===== config.mk =====
export PLATFORM = sky130hd
export DESIGN_NAME = alu_issue_stage_flat
export DESIGN_NICKNAME = d
export VERILOG_FILES = /design/src/rtl/alu_issue_if.sv /design/src/rtl/alu_issue_stage.sv /design/src/flat_wrapper.sv
export SDC_FILE = /design/constraint.sdc
export NUM_CORES = 1
export LEC_CHECK = 0
export ABC_AREA = 1
export CAP_MARGIN = 20
export CORE_MARGIN = 1
export CORE_UTILIZATION = 39
export CTS_BUF_LIST = sky130_fd_sc_hd__clkbuf_4 sky130_fd_sc_hd__clkbuf_8 sky130_fd_sc_hd__clkbuf_16
export DETAILED_ROUTE_END_ITERATION = 8
export PLACE_DENSITY_LB_ADDON = 0.08
export SYNTH_ARGS = -nofsm -noshare
export SYNTH_HDL_FRONTEND = slang
export SYNTH_SLANG_ARGS = --single-unit

===== constraint.sdc =====
create_clock -name clk -period 2.24 [get_ports clk]
set_clock_uncertainty 0.2 [all_clocks]
set_input_delay 0.448 -clock clk [delete_from_list [all_inputs] [get_ports clk]]
set_output_delay 0.448 -clock clk [all_outputs]
set_load 0.01 [all_outputs]

===== src/rtl/alu_issue_if.sv =====
// Decode-to-EX handshake and operand bundle for the ALU issue stage.
// ALU_ISSUE_FWD_EN adds the forwarding select and result buses.
interface alu_issue_if;
  logic        in_valid;
  logic        in_ready;
  logic [1:0]  in_alu_op;
  logic [5:0]  in_funct;
  logic        in_alu_src;
  logic [31:0] in_a;
  logic [31:0] in_b;
  logic [31:0] in_imm;
  logic [4:0]  in_rd;
  logic        stall_in;
  logic        flush;
  logic        ex_valid;
  logic [3:0]  ex_op;
  logic [31:0] ex_a;
  logic [31:0] ex_b;
  logic [4:0]  ex_rd;
  logic        busy;
  logic        illegal;
`ifdef ALU_ISSUE_FWD_EN
  logic [1:0]  fwd_a_sel;
  logic [1:0]  fwd_b_sel;
  logic [31:0] exmem_result;
  logic [31:0] memwb_result;
`endif

  modport master (
    output in_valid, in_alu_op, in_funct, in_alu_src, in_a, in_b, in_imm, in_rd,
           stall_in, flush,
`ifdef ALU_ISSUE_FWD_EN
    output fwd_a_sel, fwd_b_sel, exmem_result, memwb_result,
`endif
    input  in_ready, ex_valid, ex_op, ex_a, ex_b, ex_rd, busy, illegal
  );

  modport slave (
    input  in_valid, in_alu_op, in_funct, in_alu_src, in_a, in_b, in_imm, in_rd,
           stall_in, flush,
`ifdef ALU_ISSUE_FWD_EN
    input  fwd_a_sel, fwd_b_sel, exmem_result, memwb_result,
`endif
    output in_ready, ex_valid, ex_op, ex_a, ex_b, ex_rd, busy, illegal
  );
endinterface


===== src/rtl/alu_issue_stage.sv =====
// ID/EX issue stage: ALU op decode, operand B select, EX register, mul/div hold.
// Optional operand forwarding is enabled by defining ALU_ISSUE_FWD_EN.
//
// state | meaning
// IDLE  | accepting instructions; bubbles inserted when nothing is accepted
// HOLD  | mul/div frozen on ex_*; hold_cnt counts remaining cycles down to 0
module alu_issue_stage #(
  parameter int MULDIV_CYCLES = 4
) (
  input logic        clk,
  input logic        rst,
  alu_issue_if.slave bus
);

  localparam int CW = (MULDIV_CYCLES > 1) ? $clog2(MULDIV_CYCLES) : 1;
  localparam logic [CW-1:0] HOLD_LOAD = CW'(MULDIV_CYCLES - 1);
  localparam bit MULDIV_HOLD = (MULDIV_CYCLES > 1);

  typedef enum logic {IDLE, HOLD} state_t;

  state_t        state, state_nxt;
  logic [CW-1:0] hold_cnt, hold_cnt_nxt;
  logic          in_ready, accept, capture;
  logic [3:0]    dec_op;
  logic          dec_illegal;
  logic [31:0]   opnd_a, opnd_b_reg, opnd_b;
  logic          ex_valid, illegal;
  logic [3:0]    ex_op;
  logic [31:0]   ex_a, ex_b;
  logic [4:0]    ex_rd;

  always_comb begin
    dec_op      = 4'd4;
    dec_illegal = 1'b0;
    case (bus.in_alu_op)
      2'b00: dec_op = 4'd2;
      2'b01: dec_op = 4'd6;
      2'b11: dec_op = 4'd1;
      default: begin
        case (bus.in_funct)
          6'h24:   dec_op = 4'd0;
          6'h25:   dec_op = 4'd1;
          6'h20:   dec_op = 4'd2;
          6'h18:   dec_op = 4'd5;
          6'h22:   dec_op = 4'd6;
          6'h2A:   dec_op = 4'd7;
          6'h1A:   dec_op = 4'd8;
          6'h27:   dec_op = 4'd12;
          default: dec_illegal = 1'b1;
        endcase
      end
    endcase
  end

`ifdef ALU_ISSUE_FWD_EN
  always_comb begin
    case (bus.fwd_a_sel)
      2'b01:   opnd_a = bus.exmem_result;
      2'b10:   opnd_a = bus.memwb_result;
      default: opnd_a = bus.in_a;
    endcase
    case (bus.fwd_b_sel)
      2'b01:   opnd_b_reg = bus.exmem_result;
      2'b10:   opnd_b_reg = bus.memwb_result;
      default: opnd_b_reg = bus.in_b;
    endcase
  end
`else
  assign opnd_a     = bus.in_a;
  assign opnd_b_reg = bus.in_b;
`endif

  // Forwarded B is discarded in favour of the immediate when alu_src is set.
  assign opnd_b = bus.in_alu_src ? bus.in_imm : opnd_b_reg;

  always_comb begin
    state_nxt    = state;
    hold_cnt_nxt = hold_cnt;
    capture      = 1'b0;
    in_ready     = (hold_cnt == '0) && !bus.stall_in;
    accept       = bus.in_valid && in_ready;
    if (bus.flush) begin
      state_nxt    = IDLE;
      hold_cnt_nxt = '0;
    end else begin
      case (state)
        IDLE: begin
          if (accept) begin
            capture = 1'b1;
            if (MULDIV_HOLD && (dec_op == 4'd5 || dec_op == 4'd8)) begin
              state_nxt    = HOLD;
              hold_cnt_nxt = HOLD_LOAD;
            end
          end
        end
        HOLD: begin
          hold_cnt_nxt = hold_cnt - CW'(1);
          if (hold_cnt == CW'(1)) state_nxt = IDLE;
        end
        default: state_nxt = IDLE;
      endcase
    end
  end

  always_ff @(posedge clk) begin
    if (rst) begin
      state    <= IDLE;
      hold_cnt <= '0;
      ex_valid <= 1'b0;
      ex_op    <= 4'd4;
      ex_a     <= '0;
      ex_b     <= '0;
      ex_rd    <= '0;
      illegal  <= 1'b0;
    end else begin
      state    <= state_nxt;
      hold_cnt <= hold_cnt_nxt;
      illegal  <= capture && dec_illegal;
      if (capture) begin
        ex_valid <= 1'b1;
        ex_op    <= dec_op;
        ex_a     <= opnd_a;
        ex_b     <= opnd_b;
        ex_rd    <= bus.in_rd;
      end else if (bus.flush || state == IDLE) begin
        ex_valid <= 1'b0;
        ex_op    <= 4'd4;
      end
    end
  end

  assign bus.in_ready = in_ready;
  assign bus.ex_valid = ex_valid;
  assign bus.ex_op    = ex_op;
  assign bus.ex_a     = ex_a;
  assign bus.ex_b     = ex_b;
  assign bus.ex_rd    = ex_rd;
  assign bus.busy     = (state == HOLD);
  assign bus.illegal  = illegal;

endmodule


===== src/flat_wrapper.sv =====
// flat-port wrapper written by rule: the top's interface ports become plain ports
module alu_issue_stage_flat 
#(
  parameter int MULDIV_CYCLES = 4
)
  (clk, rst, bus_in_valid, bus_in_alu_op, bus_in_funct, bus_in_alu_src, bus_in_a, bus_in_b, bus_in_imm, bus_in_rd, bus_stall_in, bus_flush, bus_in_ready, bus_ex_valid, bus_ex_op, bus_ex_a, bus_ex_b, bus_ex_rd, bus_busy, bus_illegal);
  alu_issue_if bus_i ();
  input logic clk;
  input logic rst;
  input wire logic [$bits(bus_i.in_valid)-1:0] bus_in_valid;
  input wire logic [$bits(bus_i.in_alu_op)-1:0] bus_in_alu_op;
  input wire logic [$bits(bus_i.in_funct)-1:0] bus_in_funct;
  input wire logic [$bits(bus_i.in_alu_src)-1:0] bus_in_alu_src;
  input wire logic [$bits(bus_i.in_a)-1:0] bus_in_a;
  input wire logic [$bits(bus_i.in_b)-1:0] bus_in_b;
  input wire logic [$bits(bus_i.in_imm)-1:0] bus_in_imm;
  input wire logic [$bits(bus_i.in_rd)-1:0] bus_in_rd;
  input wire logic [$bits(bus_i.stall_in)-1:0] bus_stall_in;
  input wire logic [$bits(bus_i.flush)-1:0] bus_flush;
  output wire logic [$bits(bus_i.in_ready)-1:0] bus_in_ready;
  output wire logic [$bits(bus_i.ex_valid)-1:0] bus_ex_valid;
  output wire logic [$bits(bus_i.ex_op)-1:0] bus_ex_op;
  output wire logic [$bits(bus_i.ex_a)-1:0] bus_ex_a;
  output wire logic [$bits(bus_i.ex_b)-1:0] bus_ex_b;
  output wire logic [$bits(bus_i.ex_rd)-1:0] bus_ex_rd;
  output wire logic [$bits(bus_i.busy)-1:0] bus_busy;
  output wire logic [$bits(bus_i.illegal)-1:0] bus_illegal;
  assign bus_i.in_valid = bus_in_valid;
  assign bus_i.in_alu_op = bus_in_alu_op;
  assign bus_i.in_funct = bus_in_funct;
  assign bus_i.in_alu_src = bus_in_alu_src;
  assign bus_i.in_a = bus_in_a;
  assign bus_i.in_b = bus_in_b;
  assign bus_i.in_imm = bus_in_imm;
  assign bus_i.in_rd = bus_in_rd;
  assign bus_i.stall_in = bus_stall_in;
  assign bus_i.flush = bus_flush;
  assign bus_in_ready = bus_i.in_ready;
  assign bus_ex_valid = bus_i.ex_valid;
  assign bus_ex_op = bus_i.ex_op;
  assign bus_ex_a = bus_i.ex_a;
  assign bus_ex_b = bus_i.ex_b;
  assign bus_ex_rd = bus_i.ex_rd;
  assign bus_busy = bus_i.busy;
  assign bus_illegal = bus_i.illegal;
  alu_issue_stage #(.MULDIV_CYCLES(MULDIV_CYCLES)) u_core (.clk(clk), .rst(rst), .bus(bus_i));
endmodule

==> results of run 1 <==
==> area by class of cell <==
class	count	share of cell area, %
flip-flops and latches	78	27.6
well taps	108	2.39
clock buffers	10	2.32
multi-input cells	305	26.7
repair buffers	201	36.1
clock inverters	5	1.33
inverters	54	3.58
==> power groups by stage <==
stage          combinational (mW)  sequential, mW  clock, mW
2_1_floorplan               0.228            1.55          0
3_3_place_gp                0.639            1.52          0
3_5_place_dp                0.650            1.52          0
4_1_cts                     0.654            1.49       1.14
5_1_grt                     0.705            1.50       1.20
6_report                    0.647            1.49       1.11
==> final timing paths <==
check	from	to	slack, ns	depth (start not counted)
max reg2reg	u_core.hold_cnt[0]	u_core.bus.ex_op[2]	0.39	12
min	u_core.bus.ex_valid	u_core.bus.ex_valid	0.30	2
min reg2reg	u_core.bus.ex_valid	u_core.bus.ex_valid	0.30	2
max	u_core.bus.busy	bus_busy	0.23	1
==> cells in the final DEF (no fill, tap or decap) <==
cell type / count
sky130_fd_sc_hd__o21ai_1: 32
sky130_fd_sc_hd__dlymetal6s2s_1: 1
sky130_fd_sc_hd__buf_4: 5
sky130_fd_sc_hd__buf_2: 1
sky130_fd_sc_hd__nand3_1: 11
sky130_fd_sc_hd__bufinv_16: 2
sky130_fd_sc_hd__buf_12: 5
sky130_fd_sc_hd__nand3_2: 2
sky130_fd_sc_hd__a21oi_1: 38
sky130_fd_sc_hd__nor2_1: 121
sky130_fd_sc_hd__clkinv_1: 1
sky130_fd_sc_hd__nor3_4: 1
sky130_fd_sc_hd__dfxtp_1: 78
sky130_fd_sc_hd__ha_1: 2
sky130_fd_sc_hd__nand2_2: 2
sky130_fd_sc_hd__nand2_1: 20
sky130_fd_sc_hd__inv_1: 51
sky130_fd_sc_hd__a32o_1: 1
sky130_fd_sc_hd__inv_2: 2
sky130_fd_sc_hd__nor2_2: 2
sky130_fd_sc_hd__clkbuf_8: 9
sky130_fd_sc_hd__clkdlybuf4s50_1: 189
sky130_fd_sc_hd__o21ai_2: 1
sky130_fd_sc_hd__a21oi_2: 30
sky130_fd_sc_hd__clkinv_2: 3
sky130_fd_sc_hd__o21ai_0: 42
sky130_fd_sc_hd__clkbuf_4: 1
==> flip-flops by register name, indices dropped and copies added (netlist names) <==
name                 flops
u_core.bus.busy          1
u_core.bus.ex_a         32
u_core.bus.ex_b         32
u_core.bus.ex_op         4
u_core.bus.ex_rd         5
u_core.bus.ex_valid      1
u_core.bus.illegal       1
u_core.hold_cnt          2
==> through the flow <==
stage                     hold WS, ns  cell area (µm²)  setup WS [ns]  util [%]
after floorplan                 0.282             3470          0.488         -
after global placement          0.274             5460         0.0769      62.9
after detailed placement        0.289             5460        0.00802      62.9
after CTS                       0.304             5660        0.00844      65.3
after global routing            0.314             5670          0.131      65.3
final                           0.297             5670          0.233      65.3
==> cells by family after synthesis <==
kind of cell | after synthesis
AND/OR/NAND/NOR | 159
buffers and inverters | 83
adder cells (fa/ha/maj) | 2
AO/OA/AOI/OAI | 144
flip-flops | 78
==> routing by layer <==
| layer | share of wire, % | vias up | wire length, µm | track usage (%) |
|---|---|---|---|---|
| met4 | 1.5 | 0 | 148 | 7.11 |
| li1 | - | 1864 | - | - |
| met5 | 0 | - | 0 | 0 |
| met1 | 41 | 1572 | 4020 | 22.4 |
| met2 | 48 | 132 | 4710 | 35.6 |
| met3 | 9.2 | 13 | 897 | 5.53 |
==> repair_timing <==
| item | CTS | global route |
|---|---|---|
| setup buffers | 0 | 0 |
| resized for setup | 0 | 1 |
| hold buffers | 0 | 0 |
| endpoints found under the hold margin | 0 | 0 |
| endpoints found under the setup margin | 0 | 1 |
==> results.toml, run 1 <==
[power]
internal_power_mw = 2.46
seqPwrFrac_pct = 45.8
max-vdd-ir-drop_mv = 0.327
switching_component_of_the_power_mw = 0.783
pwr_density_cell_nw_per_um2 = 573
fin_total_pwr_mw = 3.24
p_comb_share_pct = 19.9
leakage_nw = 2.38
power.switching_fraction_pct = 24.1
clockPowerShare_pct = 34.2

[floorplan]
initial_utilization_pct = 40.0
dieHeight_um = 96.3
row_count = 34
floorplan.core_area_um2 = 8680
floorplan.io_pins = 192
dieWidth_um = 96.3
die_footprint_um2 = 9270

[cells_and_area]
antenna_cells_inserted = 0
sequential_cell_area_um2 = 1560
num-fill-cells = 765
post_route_cells_drive_above_1_share_pct = 10.1
multi_input_area_um2 = 1510
nets = 766
area_growth_pct = 63.3
finish.cell_count_without_fillers = 761

[synth]
synth.top_cells.by_count = "sky130_fd_sc_hd__nor2_1 (121), sky130_fd_sc_hd__dfxtp_1 (78), sky130_fd_sc_hd__inv_1 (52), sky130_fd_sc_hd__o21ai_0 (42), sky130_fd_sc_hd__a21oi_1 (38)"
synth_flop_cell = "sky130_fd_sc_hd__dfxtp_1"
area_leader_netlist = "sky130_fd_sc_hd__dfxtp_1"
synth_edf_count = 0
ys_seq_area_share_pct = 45.0
synthTopCellsByArea = "sky130_fd_sc_hd__dfxtp_1 (45%), sky130_fd_sc_hd__nor2_1 (13%), sky130_fd_sc_hd__a21oi_2 (7.6%)"
post_synth_instance_area_um2 = 3470
synth_nets = 583
post_synth.cell_area_avg_um2 = 7.44
synth-compound-area-share_pct = 24.3
post_synth_num_cell_types = 22
yosysTopAreaCellShare_pct = 45.0
synthAdderAreaFrac_pct = 0.722
synth-warning-count = 0
synth.mux.area_fraction_pct = 0
dominant_combinational_cell_family_by_area_after_synthesis = "compound AO/OA/AOI/OAI gates"
synthCells = 466
async_reset_ff_share_pct = 0
synth-xor-area-share_pct = 0
synth_simple_gate_area_share_pct = 18.6
synth-seq-cells = 78
post-synth-top-count-cell = "sky130_fd_sc_hd__nor2_1"

[routing]
detail_route.drc_violations = 0
detail-route-antenna-nets = 0
viasPerCell = 4.71
sum_of_routed_wire_length_over_all_layers_mm = 9.78
routed_wire_length_per_instance_um = 12.9
detailroute.via_count = 3581
drt-pass1-iter-count = 4
first_iter_violations = 139

[placed_design]
dpl.cell_count = 746
globalplace.congestion = 0.784
numPortBuffers = 191
hpwlAfterDp_mm = 7.22

[grt]
vias_in_the_first_global_route = 3169
globalRouteTotalUtil_pct = 19.9
grt_start_max_net_pins = 65
globalRouteOverflowTotal = 0
grt_antenna_before_repair = 0
grt_pass1_wl_mm = 14.3

[sta]
finalCriticalPeriod_ns = 2.01
final-max-slew-violation-count = 0
maxSlewHeadroom_pct = 77.9
achievable-frequency_ghz = 0.498
final_min_period_over_clock_period_pct = 89.6
finalHoldViolCount = 0
grt_setup_unrepaired = "no"
tightestPinTransition_ns = 0.330
timing.final.setup_violations = 0
setup_total_negative_slack_ns = 0

[clock_network]
clkSlewWorstSetupHoldPaths_ns = 0.07
htree_levels = 3
clkSinkCount = 78
tritoncts = "done"
insertion_delay_ns = 0.33
clock_tree.root_cell = "sky130_fd_sc_hd__clkbuf_8"
clockBufferDepth = 2
cts-buffers-inserted = 9

[worst_setup_path]
startpoint_type = "register"
critPathMaxStageDelay_ns = 0.58
crit_family = "buffers and inverters"
path_class = "register to output port"
critical_path.slowest_cell = "sky130_fd_sc_hd__clkdlybuf4s50_1"
cp.required_ns = 1.59
critical_path.n_buffers_inverters = 1
cp.arrival_ns = 1.36
setup.worst_path.end_class = "output port"
path_cells = "clkdlybuf4s50_1"
critical_path_peak_fanout = 5

[hold_path]
worstHoldPathType = "register to register"

[run]
max-cap-violations = 0

[outcome]
result_of_the_run = "completed"
Power figures use the tool's default switching activity.
==> inputs of run 2 (changes only) <==
--- a/config.mk
+++ b/config.mk
@@ -11,7 +11,8 @@
 export CORE_UTILIZATION = 39
 export CTS_BUF_LIST = sky130_fd_sc_hd__clkbuf_4 sky130_fd_sc_hd__clkbuf_8 sky130_fd_sc_hd__clkbuf_16
 export DETAILED_ROUTE_END_ITERATION = 8
-export PLACE_DENSITY_LB_ADDON = 0.08
+export GPL_ROUTABILITY_DRIVEN = 1
+export PLACE_DENSITY = 0.81
 export SYNTH_ARGS = -nofsm -noshare
 export SYNTH_HDL_FRONTEND = slang
 export SYNTH_SLANG_ARGS = --single-unit
==> run 2 against run 1 <==
Against the previous run: clock power rose by 5%; non-clock buffer count down 3; power up 1.7%; sequential power about the same; worst setup slack improved by 0.0016 ns; count of clock-buffer cells in the layout increased by 1; cell area shrank 0.71%; hold slack got worse by 0.0025 ns; critical path depth unchanged; register-to-register slack worse by 0.10 ns; largest cell class unchanged.
==> results.toml, run 2 (same netlist as run 1, synthesis figures left out) <==
[grt]
grt_start_max_net_pins = 66
grtUsageMet3_pct = 6.56
met1_usage_pct = 21.5
grt_pass1_wl_mm = 14.3
vias_in_the_first_global_route = 3235
globalRouteOverflowTotal = 0
globalRouteTotalUtil_pct = 19.7
top_usage_layer = "met2"
globalRouteMet2Util_pct = 35.8
grt_antenna_before_repair = 0

[cells_and_area]
biggest_regs = "u_core.bus.ex_a: 32 flops, u_core.bus.ex_b: 32 flops, u_core.bus.ex_rd: 5 flops"
nets = 763
antenna_cells_inserted = 0
sequential_cell_area_um2 = 1560
final_cell_mix = "sky130_fd_sc_hd__clkdlybuf4s50_1 (189), sky130_fd_sc_hd__nor2_1 (121), sky130_fd_sc_hd__dfxtp_1 (78)"
mostFrequentLayoutCell = "sky130_fd_sc_hd__clkdlybuf4s50_1"
post_route_cells_drive_above_1_share_pct = 9.83
num-fill-cells = 727
area_growth_pct = 62.2
multi_input_area_um2 = 1510

[worst_setup_path]
path_class = "register to output port"
cp.required_ns = 1.59
critical_path.n_buffers_inverters = 1
setup.worst_path.end_class = "output port"
cp.arrival_ns = 1.36
path_cells = "clkdlybuf4s50_1"
critPathMaxStageDelay_ns = 0.59
worstSetupPathDepth = 1
critical_path.slowest_cell = "sky130_fd_sc_hd__clkdlybuf4s50_1"
critical_path_peak_fanout = 5
crit_family = "buffers and inverters"
startpoint_type = "register"
worst_r2r_path_depth = 9

[sta]
finalCriticalPeriod_ns = 2.01
final-max-slew-violation-count = 0
finalHoldViolCount = 0
worst_hold_slack_ns = 0.295
tightestPinTransition_ns = 0.393
maxSlewHeadroom_pct = 73.8
achievable-frequency_ghz = 0.499
grt_setup_unrepaired = "no"
final_min_period_over_clock_period_pct = 89.5
timing.final.setup_violations = 0

[placed_design]
hpwlAfterDp_mm = 7.04
numPortBuffers = 191
globalplace.congestion = 0.818

[outcome]
result_of_the_run = "completed"

[run]
max-cap-violations = 0

[routing]
viasPerCell = 4.70
drt-pass1-iter-count = 6
first_iter_violations = 80
routed_wire_length_per_instance_um = 12.6
sum_of_routed_wire_length_over_all_layers_mm = 9.58
detail-route-antenna-nets = 0
detail_route.drc_violations = 0
detailroute.via_count = 3569

[floorplan]
dieHeight_um = 96.3
floorplan.core_area_um2 = 8680
floorplan.io_pins = 192
initial_utilization_pct = 40.0
row_count = 34
die_footprint_um2 = 9270
dieWidth_um = 96.3

[clock_network]
cts_post_setup_buffers_inserted = 0
cts_repair_resize_count = 0
clockBufferDepth = 2
clkSinkCount = 78
htree_levels = 3
cts.hold.buffers_added = 0
tritoncts = "done"
clkSlewWorstSetupHoldPaths_ns = 0.07
insertion_delay_ns = 0.33
clock_tree.root_cell = "sky130_fd_sc_hd__clkbuf_8"
cts-buffers-inserted = 9

[power]
pwr_density_cell_nw_per_um2 = 587
max-vdd-ir-drop_mv = 0.310
fin_total_pwr_mw = 3.30
leakage_nw = 2.36

[hold_path]
holdPathStages = 2
worstHoldPathType = "register to register"
-- run 2: cell types whose count changed in the layout (fill, tap and decap cells not counted), sizes merged --
cell / previous run / this run
clkinv: 4 / 2
clkbuf: 10 / 11
clkinvlp: 0 / 1
inv: 53 / 54
buf: 11 / 8
-- run 2: final timing paths --
check	slack, ns	end	from
hold / removal	0.29	u_core.bus.ex_valid	u_core.bus.ex_valid
setup reg to reg	0.29	u_core.bus.ex_a[7]	u_core.hold_cnt[0]
setup / recovery	0.23	bus_busy	u_core.bus.busy
hold reg to reg	0.29	u_core.bus.ex_valid	u_core.bus.ex_valid
-- run 2: layout make-up --
class / count / share of cell area, %
Tap cell: 108 / 2.40
Timing Repair Buffer: 198 / 35.3
Clock buffer: 11 / 2.58
Sequential cell: 78 / 27.8
Inverter: 54 / 3.60
Multi-Input combinational cell: 305 / 26.9
Clock inverter: 5 / 1.45
-- run 2: per-stage QoR --
stage / cells / setup WS [ns] / setup TNS, ns / area, µm² / util (%)
3_5_place_dp: 743 / -0.0173 / -0.0198 / 5400 / 62.2
4_1_cts: 759 / 0.00218 / 0 / 5620 / 64.8
5_1_grt: 759 / 0.139 / 0 / 5630 / 64.8
3_3_place_gp: 743 / 0.0529 / 0 / 5400 / 62.2
6_report: 759 / 0.234 / 0 / 5630 / 64.8
2_1_floorplan: 466 / 0.488 / 0 / 3470 / -
-- run 2: power by group --
part,internal [mW],switching [mW]
registers,1.45,0.0337
clock network,0.673,0.502
logic,0.369,0.268
-- run 2: routing by layer --
metal / up-vias / part of all wire, %
li1: 1853 / -
met1: 1579 / 40
met2: 124 / 48
met3: 13 / 10
met4: 0 / 1.3
met5: - / 0
